==> src/rtl/adxl362_activity_detect_if.sv <==
// Sample bus from the accelerometer block into the activity detector.
// The bus carries the per-ODR sample strobe, the sample set and the host status-read pulse.
interface adxl362_activity_detect_if #(
  parameter int unsigned NUM_CH     = 3,
  parameter int unsigned DATA_WIDTH = 12
);
  logic                           sample_valid;
  logic [NUM_CH*DATA_WIDTH-1:0]   sample_data;
  logic                           status_clear;

  modport master (output sample_valid, output sample_data, output status_clear);
  modport slave  (input  sample_valid, input  sample_data, input  status_clear);
endinterface

==> src/rtl/adxl362_activity_detect.sv <==
// ADXL362 activity/inactivity detector: threshold/timer evaluation, AWAKE/ASLEEP
// state, ACT/INACT status bits and INTMAP-routed interrupt pins.
module adxl362_activity_detect #(
  parameter int unsigned NUM_CH       = 3,
  parameter int unsigned DATA_WIDTH   = 12,
  parameter int unsigned THRESH_WIDTH = 11,
  parameter int unsigned TACT_WIDTH   = 8,
  parameter int unsigned TINACT_WIDTH = 16
) (
  input  logic                       clk_16mhz,
  input  logic                       reset,
  adxl362_activity_detect_if.slave   smp,
  input  logic [THRESH_WIDTH-1:0]    threshold_active,
  input  logic [TACT_WIDTH-1:0]      time_active,
  input  logic [THRESH_WIDTH-1:0]    threshold_inactive,
  input  logic [TINACT_WIDTH-1:0]    time_inactive,
  input  logic [7:0]                 act_inact_ctrl,
  input  logic [7:0]                 intmap1,
  input  logic [7:0]                 intmap2,
  output logic                       act_status,
  output logic                       inact_status,
  output logic                       awake,
  output logic                       int1,
  output logic                       int2
);
  localparam int unsigned MW  = DATA_WIDTH + 1;
  localparam int unsigned AW  = TACT_WIDTH + 1;
  localparam int unsigned IW  = TINACT_WIDTH + 1;

  typedef enum logic {ST_ASLEEP = 1'b0, ST_AWAKE = 1'b1} state_t;

  state_t                  r_state, w_state_nxt;
  logic [DATA_WIDTH-1:0]   r_ref [NUM_CH];
  logic                    r_ref_valid;
  logic [TACT_WIDTH-1:0]   r_act_cnt, w_act_cnt_nxt;
  logic [TINACT_WIDTH-1:0] r_inact_cnt, w_inact_cnt_nxt;
  logic                    r_act_status, w_act_status_nxt;
  logic                    r_inact_status, w_inact_status_nxt;
  logic                    r_int1, r_int2;
  logic [3:0]              r_cfg_q;

  logic [MW-1:0]           w_s       [NUM_CH];
  logic [MW-1:0]           w_met_act [NUM_CH];
  logic [MW-1:0]           w_met_inact [NUM_CH];
  logic                    w_act_hit, w_inact_hit;
  logic [3:0]              w_cfg;
  logic                    w_cfg_chg, w_linked, w_loop;
  logic                    w_act_arm, w_inact_arm;
  logic [AW-1:0]           w_act_inc, w_act_tgt;
  logic [IW-1:0]           w_inact_inc, w_inact_tgt;
  logic                    w_act_fire, w_inact_fire, w_act_evt, w_inact_evt;
  logic                    w_unused;

  function automatic logic [MW-1:0] f_abs(input logic [MW-1:0] v);
    return v[MW-1] ? (~v + MW'(1)) : v;
  endfunction

  // Per-channel metrics at DATA_WIDTH+1 bits; referenced metric is 0 until ref is loaded
  always_comb begin
    w_act_hit   = 1'b0;
    w_inact_hit = 1'b1;
    for (int ch = 0; ch < NUM_CH; ch++) begin
      w_s[ch] = {smp.sample_data[ch*DATA_WIDTH + DATA_WIDTH - 1],
                 smp.sample_data[ch*DATA_WIDTH +: DATA_WIDTH]};
      w_met_act[ch]   = f_abs(w_s[ch]);
      w_met_inact[ch] = f_abs(w_s[ch]);
      if (act_inact_ctrl[1])
        w_met_act[ch] = r_ref_valid ? f_abs(w_s[ch] - {r_ref[ch][DATA_WIDTH-1], r_ref[ch]}) : '0;
      if (act_inact_ctrl[3])
        w_met_inact[ch] = r_ref_valid ? f_abs(w_s[ch] - {r_ref[ch][DATA_WIDTH-1], r_ref[ch]}) : '0;
      if (w_met_act[ch] > MW'(threshold_active))
        w_act_hit = 1'b1;
      if (!(w_met_inact[ch] < MW'(threshold_inactive)))
        w_inact_hit = 1'b0;
    end
  end

  assign w_cfg     = {act_inact_ctrl[5:4], act_inact_ctrl[2], act_inact_ctrl[0]};
  assign w_cfg_chg = (w_cfg != r_cfg_q);
  assign w_linked  = (act_inact_ctrl[5:4] == 2'b01) || (act_inact_ctrl[5:4] == 2'b11);
  assign w_loop    = (act_inact_ctrl[5:4] == 2'b11);

  assign w_act_arm   = act_inact_ctrl[0] && (!w_linked || (r_state == ST_ASLEEP));
  assign w_inact_arm = act_inact_ctrl[2] && (!w_linked || (r_state == ST_AWAKE));

  assign w_act_inc   = {1'b0, r_act_cnt} + AW'(1);
  assign w_act_tgt   = (time_active == '0) ? AW'(1) : {1'b0, time_active};
  assign w_inact_inc = {1'b0, r_inact_cnt} + IW'(1);
  assign w_inact_tgt = (time_inactive == '0) ? IW'(1) : {1'b0, time_inactive};

  assign w_act_fire   = smp.sample_valid && w_act_arm && w_act_hit && (w_act_inc >= w_act_tgt);
  assign w_inact_fire = smp.sample_valid && w_inact_arm && w_inact_hit && (w_inact_inc >= w_inact_tgt);
  // Activity takes precedence when both fire on the same sample
  assign w_act_evt    = w_act_fire;
  assign w_inact_evt  = w_inact_fire && !w_act_fire;

  // Next-state, counters and status
  always_comb begin
    w_state_nxt        = r_state;
    w_act_cnt_nxt      = r_act_cnt;
    w_inact_cnt_nxt    = r_inact_cnt;
    w_act_status_nxt   = r_act_status;
    w_inact_status_nxt = r_inact_status;

    if (w_act_evt)
      w_state_nxt = ST_AWAKE;
    else if (w_inact_evt)
      w_state_nxt = ST_ASLEEP;

    if (w_cfg_chg) begin
      w_act_cnt_nxt   = '0;
      w_inact_cnt_nxt = '0;
    end else begin
      if (!w_act_arm)
        w_act_cnt_nxt = '0;
      else if (smp.sample_valid)
        w_act_cnt_nxt = (w_act_hit && !w_act_fire) ? w_act_inc[TACT_WIDTH-1:0] : '0;
      if (!w_inact_arm)
        w_inact_cnt_nxt = '0;
      else if (smp.sample_valid)
        w_inact_cnt_nxt = (w_inact_hit && !w_inact_fire) ? w_inact_inc[TINACT_WIDTH-1:0] : '0;
    end

    if (smp.status_clear && !w_loop) begin
      w_act_status_nxt   = 1'b0;
      w_inact_status_nxt = 1'b0;
    end
    if (w_act_evt) begin
      w_act_status_nxt = 1'b1;
      if (w_linked || smp.status_clear)
        w_inact_status_nxt = 1'b0;
    end
    if (w_inact_evt) begin
      w_inact_status_nxt = 1'b1;
      if (w_linked || smp.status_clear)
        w_act_status_nxt = 1'b0;
    end
  end

  always_ff @(posedge clk_16mhz) begin
    if (reset) begin
      r_state        <= ST_AWAKE;
      r_act_cnt      <= '0;
      r_inact_cnt    <= '0;
      r_act_status   <= 1'b0;
      r_inact_status <= 1'b0;
      r_ref_valid    <= 1'b0;
      r_cfg_q        <= w_cfg;
      r_int1         <= intmap1[6] ^ intmap1[7];
      r_int2         <= intmap2[6] ^ intmap2[7];
      for (int ch = 0; ch < NUM_CH; ch++)
        r_ref[ch] <= '0;
    end else begin
      r_state        <= w_state_nxt;
      r_act_cnt      <= w_act_cnt_nxt;
      r_inact_cnt    <= w_inact_cnt_nxt;
      r_act_status   <= w_act_status_nxt;
      r_inact_status <= w_inact_status_nxt;
      r_cfg_q        <= w_cfg;
      r_int1 <= (|(intmap1[6:4] & {r_state == ST_AWAKE, r_inact_status, r_act_status})) ^ intmap1[7];
      r_int2 <= (|(intmap2[6:4] & {r_state == ST_AWAKE, r_inact_status, r_act_status})) ^ intmap2[7];
      // Reference tracks the first sample and every sample that fires an event
      if (smp.sample_valid && (!r_ref_valid || w_act_evt || w_inact_evt)) begin
        r_ref_valid <= 1'b1;
        for (int ch = 0; ch < NUM_CH; ch++)
          r_ref[ch] <= smp.sample_data[ch*DATA_WIDTH +: DATA_WIDTH];
      end
    end
  end

  assign act_status   = r_act_status;
  assign inact_status = r_inact_status;
  assign awake        = (r_state == ST_AWAKE);
  assign int1         = r_int1;
  assign int2         = r_int2;

  assign w_unused = ^{act_inact_ctrl[7:6], intmap1[3:0], intmap2[3:0]};
endmodule

==> src/flat_wrapper.sv <==
// flat-port wrapper written by rule: the top's interface ports become plain ports
module adxl362_activity_detect_flat 
#(
  parameter int unsigned NUM_CH       = 3,
  parameter int unsigned DATA_WIDTH   = 12,
  parameter int unsigned THRESH_WIDTH = 11,
  parameter int unsigned TACT_WIDTH   = 8,
  parameter int unsigned TINACT_WIDTH = 16
)
  (clk_16mhz, reset, threshold_active, time_active, threshold_inactive, time_inactive, act_inact_ctrl, intmap1, intmap2, act_status, inact_status, awake, int1, int2, smp_sample_valid, smp_sample_data, smp_status_clear);
  adxl362_activity_detect_if #(.NUM_CH(NUM_CH), .DATA_WIDTH(DATA_WIDTH)) smp_i ();
  input  logic clk_16mhz;
  input  logic reset;
  input  logic [THRESH_WIDTH-1:0] threshold_active;
  input  logic [TACT_WIDTH-1:0] time_active;
  input  logic [THRESH_WIDTH-1:0] threshold_inactive;
  input  logic [TINACT_WIDTH-1:0] time_inactive;
  input  logic [7:0] act_inact_ctrl;
  input  logic [7:0] intmap1;
  input  logic [7:0] intmap2;
  output logic act_status;
  output logic inact_status;
  output logic awake;
  output logic int1;
  output logic int2;
  input wire logic [$bits(smp_i.sample_valid)-1:0] smp_sample_valid;
  input wire logic [$bits(smp_i.sample_data)-1:0] smp_sample_data;
  input wire logic [$bits(smp_i.status_clear)-1:0] smp_status_clear;
  assign smp_i.sample_valid = smp_sample_valid;
  assign smp_i.sample_data = smp_sample_data;
  assign smp_i.status_clear = smp_status_clear;
  adxl362_activity_detect #(.NUM_CH(NUM_CH), .DATA_WIDTH(DATA_WIDTH), .THRESH_WIDTH(THRESH_WIDTH), .TACT_WIDTH(TACT_WIDTH), .TINACT_WIDTH(TINACT_WIDTH)) u_core (.clk_16mhz(clk_16mhz), .reset(reset), .smp(smp_i), .threshold_active(threshold_active), .time_active(time_active), .threshold_inactive(threshold_inactive), .time_inactive(time_inactive), .act_inact_ctrl(act_inact_ctrl), .intmap1(intmap1), .intmap2(intmap2), .act_status(act_status), .inact_status(inact_status), .awake(awake), .int1(int1), .int2(int2));
endmodule
==> config.mk <==
export PLATFORM = sky130hd
export DESIGN_NAME = adxl362_activity_detect_flat
export DESIGN_NICKNAME = d
export VERILOG_FILES = /design/src/rtl/adxl362_activity_detect_if.sv /design/src/rtl/adxl362_activity_detect.sv /design/src/flat_wrapper.sv
export SDC_FILE = /design/constraint.sdc
export NUM_CORES = 1
export LEC_CHECK = 0
export ABC_AREA = 1
export ABC_CLOCK_PERIOD_IN_PS = 14900
export BUFFER_PORTS_ARGS = -buffer_cell sky130_fd_sc_hd__buf_2
export CAP_MARGIN = 20
export CORE_ASPECT_RATIO = 0.5
export CORE_MARGIN = 2
export CORE_UTILIZATION = 40
export DETAILED_ROUTE_END_ITERATION = 12
export PLACE_DENSITY = 0.6
export SLEW_MARGIN = 5
export SYNTH_ARGS = -nofsm -noshare
export SYNTH_HDL_FRONTEND = slang
export SYNTH_SLANG_ARGS = --single-unit
==> constraint.sdc <==
create_clock -name clk_16mhz -period 14.9 [get_ports clk_16mhz]
set_input_delay 4.47 -clock clk_16mhz [delete_from_list [all_inputs] [get_ports clk_16mhz]]
set_output_delay 4.47 -clock clk_16mhz [all_outputs]
set_load 0.005 [all_outputs]
==> results_dict.tcl <==
set metrics [dict create \
    outcome "complete, no violations" \
    synthXorXnorAreaFrac 0.0487 \
    ant_nets 0 \
    ys_seq_elements 70 \
    p_leak_nw 5.50 \
    yosys_warnings 0 \
    cts_made_buffers 9 \
    start_kind "primary input" \
    finalCriticalPeriod_ns 9.79 \
    diodes 0 \
    max_freq_mhz 102 \
    synth_top_family_by_area "simple AND/OR/NAND/NOR gates" \
    crit_type "primary input to flop" \
    hold_violations 0 \
    r2r_slack_ns 9.07 \
    synthSimpleGateAreaFrac 0.333 \
    syn_to_final_growth_pct 10.9 \
    grt_max_degree 49 \
    vdd_drop_max_v 0.0000731 \
    placementRows 40 \
    ys.flop_type "edfxtp_1" \
    htree_levels 3 \
    seqPwrFrac 0.283 \
    dp_cells 1912 \
    switchingPower_mw 0.321 \
    slowest_stage "nand2_2" \
    hpwlAfterDp_um 22100 \
    seqCellArea_sq_um 1760 \
    wl_per_cell_um 14.0 \
    synth-adder-area-share 0.176 \
    worst_ep_arrival_time_ns 9.77 \
    cpPeakStageDelay_ns 0.74 \
    finalSetupTns_ns 0 \
    cp.required_ns 14.88 \
    whs_path_depth 2 \
    switching_share 0.421 \
    synth_common_cells "nand2_1, inv_1, ha_1, o21ai_0" \
    grt_pass1_vias 9245 \
    clk_pin_slew_ns 0.06 \
    drt_iter0_drc 573 \
    rsz0062_at_grt "no" \
    cts-root-buf "clkbuf_16" \
    cts_max_path_buffers 2 \
    synth-seq-area-share 0.182 \
    io_pins 115 \
    hold_buffers 0 \
    die_area_sq_um 25500 \
    syn_area_sq_um 9670 \
    async_reset_ff_frac 0 \
    coreArea_sq_um 23900 \
    multiInputGateArea_sq_um 6840 \
    synth_edf_count 36 \
    drive_gt1_frac 0.118 \
    drtPass1Iterations 8 \
    maxSlewHeadroom 0.242 \
    avgSynthCellArea_sq_um 6.37 \
    cts_setup_buffers 0 \
    cts_tree "done" \
    clock_latency_ns 0.37 \
    drc 0 \
    grt_pass1_wl_um 44200 \
    comb_power_share 0.451 \
    syn-num-nets 1762 \
    p_per_area_nw_per_um2 71.1 \
    routed_via_density 5.10 \
    finalClockSkew_ns 0.00979 \
    hold_path.startpoint "u_core.r_inact_cnt[3]" \
    clock-sinks 70 \
    drv_slew 0 \
    timing.rr.end "u_core.r_ref[0][11]" \
    grt_usage 0.216 \
    die_height_um 114 \
    fin_crit_sh 0.657 \
    p_int_mw 0.441 \
    critPathMaxFanout 36 \
    placed_area_sq_um 10500 \
    synth_top_area_frac 0.170 \
    overflow 0 \
    fin_cells 1927 \
    endpoint_kind "flop" \
    hold_slack_ns 0.487 \
    dr_total_vias 9832 \
    port_buffers 104 \
    utilization 0.449 \
    antenna_found_initial 2 \
    die_w_um 224 \
    synth_cell_types 49 \
    yosysMostFrequentCell "nand2_1" \
    r2r_cells 30 \
    finalNetCount 1852 \
    r2r-start "u_core.r_ref[0][12]" \
    fill_cells 2492 \
    power_frac_clock 0.266 \
    cp_common_cell "nand2_1" \
    yosys.area.top_type "ha_1" \
    synth_area_leaders "ha_1, nand2_1, edfxtp_1" \
    cap_violations 0 \
    cts_resized 0 \
    worst_pin_slew_ns 1.13 \
    start_util 0.405 \
    synthCells 1518 \
    worstHoldPathType "flop to flop" \
    hold-path-endpoint "u_core.r_inact_cnt[3]" \
    synth_compound_area_frac 0.150 \
    fin_area_sq_um 10700 \
    wl_um 27000 \
    muxShareOfSynthArea 0 \
    place_congestion 0.912 \
    setup_violations 0 \
    cp-startpoint "smp_sample_data[12]" \
]
[per-stage QoR]
step	total power, mW	setup WS (ns)
finish	0.762	5.11
global route	0.829	4.46
CTS	0.769	5.15
detailed placement	0.561	4.76
global placement	0.551	4.89
floorplan	0.471	5.82
[how the worst max path moves through the flow]
stage | endpoint | slack, ns
floorplan | u_core.r_ref[0][0] | 5.82
global placement | u_core.r_ref[0][6] | 4.89
detailed placement | u_core.r_ref[0][7] | 4.76
CTS | u_core.r_ref[0][11] | 5.15
global route | u_core.r_ref[0][11] | 4.46
finish | u_core.r_ref[0][11] | 5.11
[flip-flops by register name, indices dropped and copies added, names as in the netlist, 4 cells and up]
signal              flops
u_core.r_cfg_q          4
u_core.r_act_cnt        8
u_core.r_inact_cnt     16
u_core.r_ref           36
[logic make-up after synthesis]
kind of cell | count (synthesis)
adders and majority gates | 134
DFF | 70
AOI/OAI and AO/OA | 262
buffers and inverters | 274
and+or+nand+nor | 726
xor gates and xnor gates | 52
[routing by layer]
| layer | track usage | vias up | routed length, um |
|---|---|---|---|
| met5 | 0 | - | 23 |
| met4 | 0.0582 | 4 | 476 |
| met3 | 0.0433 | 39 | 1190 |
| met2 | 0.373 | 170 | 12200 |
| met1 | 0.278 | 4440 | 13100 |
| li1 | - | 5179 | - |
[area by class of cell]
class	instances	area share
multi-input combinational	1174	0.638
tap	315	0.0368
inverter	247	0.0865
clock buffer	9	0.0210
clock inverter	6	0.00339
timing repair buffer	106	0.0500
sequential	70	0.164
[critical path: cells and delay by family]
family	cells	cell delay [ns]
compound gates	7	1.04
fa+ha+maj	3	0.92
buf+inv	4	0.53
simple gates	18	2.77
[cell usage in the layout (no fill, tap or decap), types with 4 or more instances in the layout]
cell type	count
a211oi_1	6
a21oi_1	96
a31oi_1	9
buf_2	104
clkbuf_16	9
dfxtp_1	34
edfxtp_1	36
ha_1	131
inv_1	239
inv_2	5
nand2_1	387
nand2_2	11
nand3_1	102
nand3_2	5
nand3b_1	12
nand4_1	28
nor2_1	102
nor2_2	38
nor3_1	24
nor4_1	6
o211ai_1	4
o21ai_0	116
o21bai_1	7
xnor2_1	7
xor2_1	43
[power by group through the flow]
stage / combinational [mW] / sequential [mW] / clock, mW
after floorplan: 0.253 / 0.219 / 0
after global placement: 0.331 / 0.220 / 0
after detailed placement: 0.341 / 0.220 / 0
after CTS: 0.343 / 0.216 / 0.211
after global routing: 0.396 / 0.217 / 0.216
final: 0.344 / 0.216 / 0.202
No activity file was read; power rests on OpenSTA's default activity.
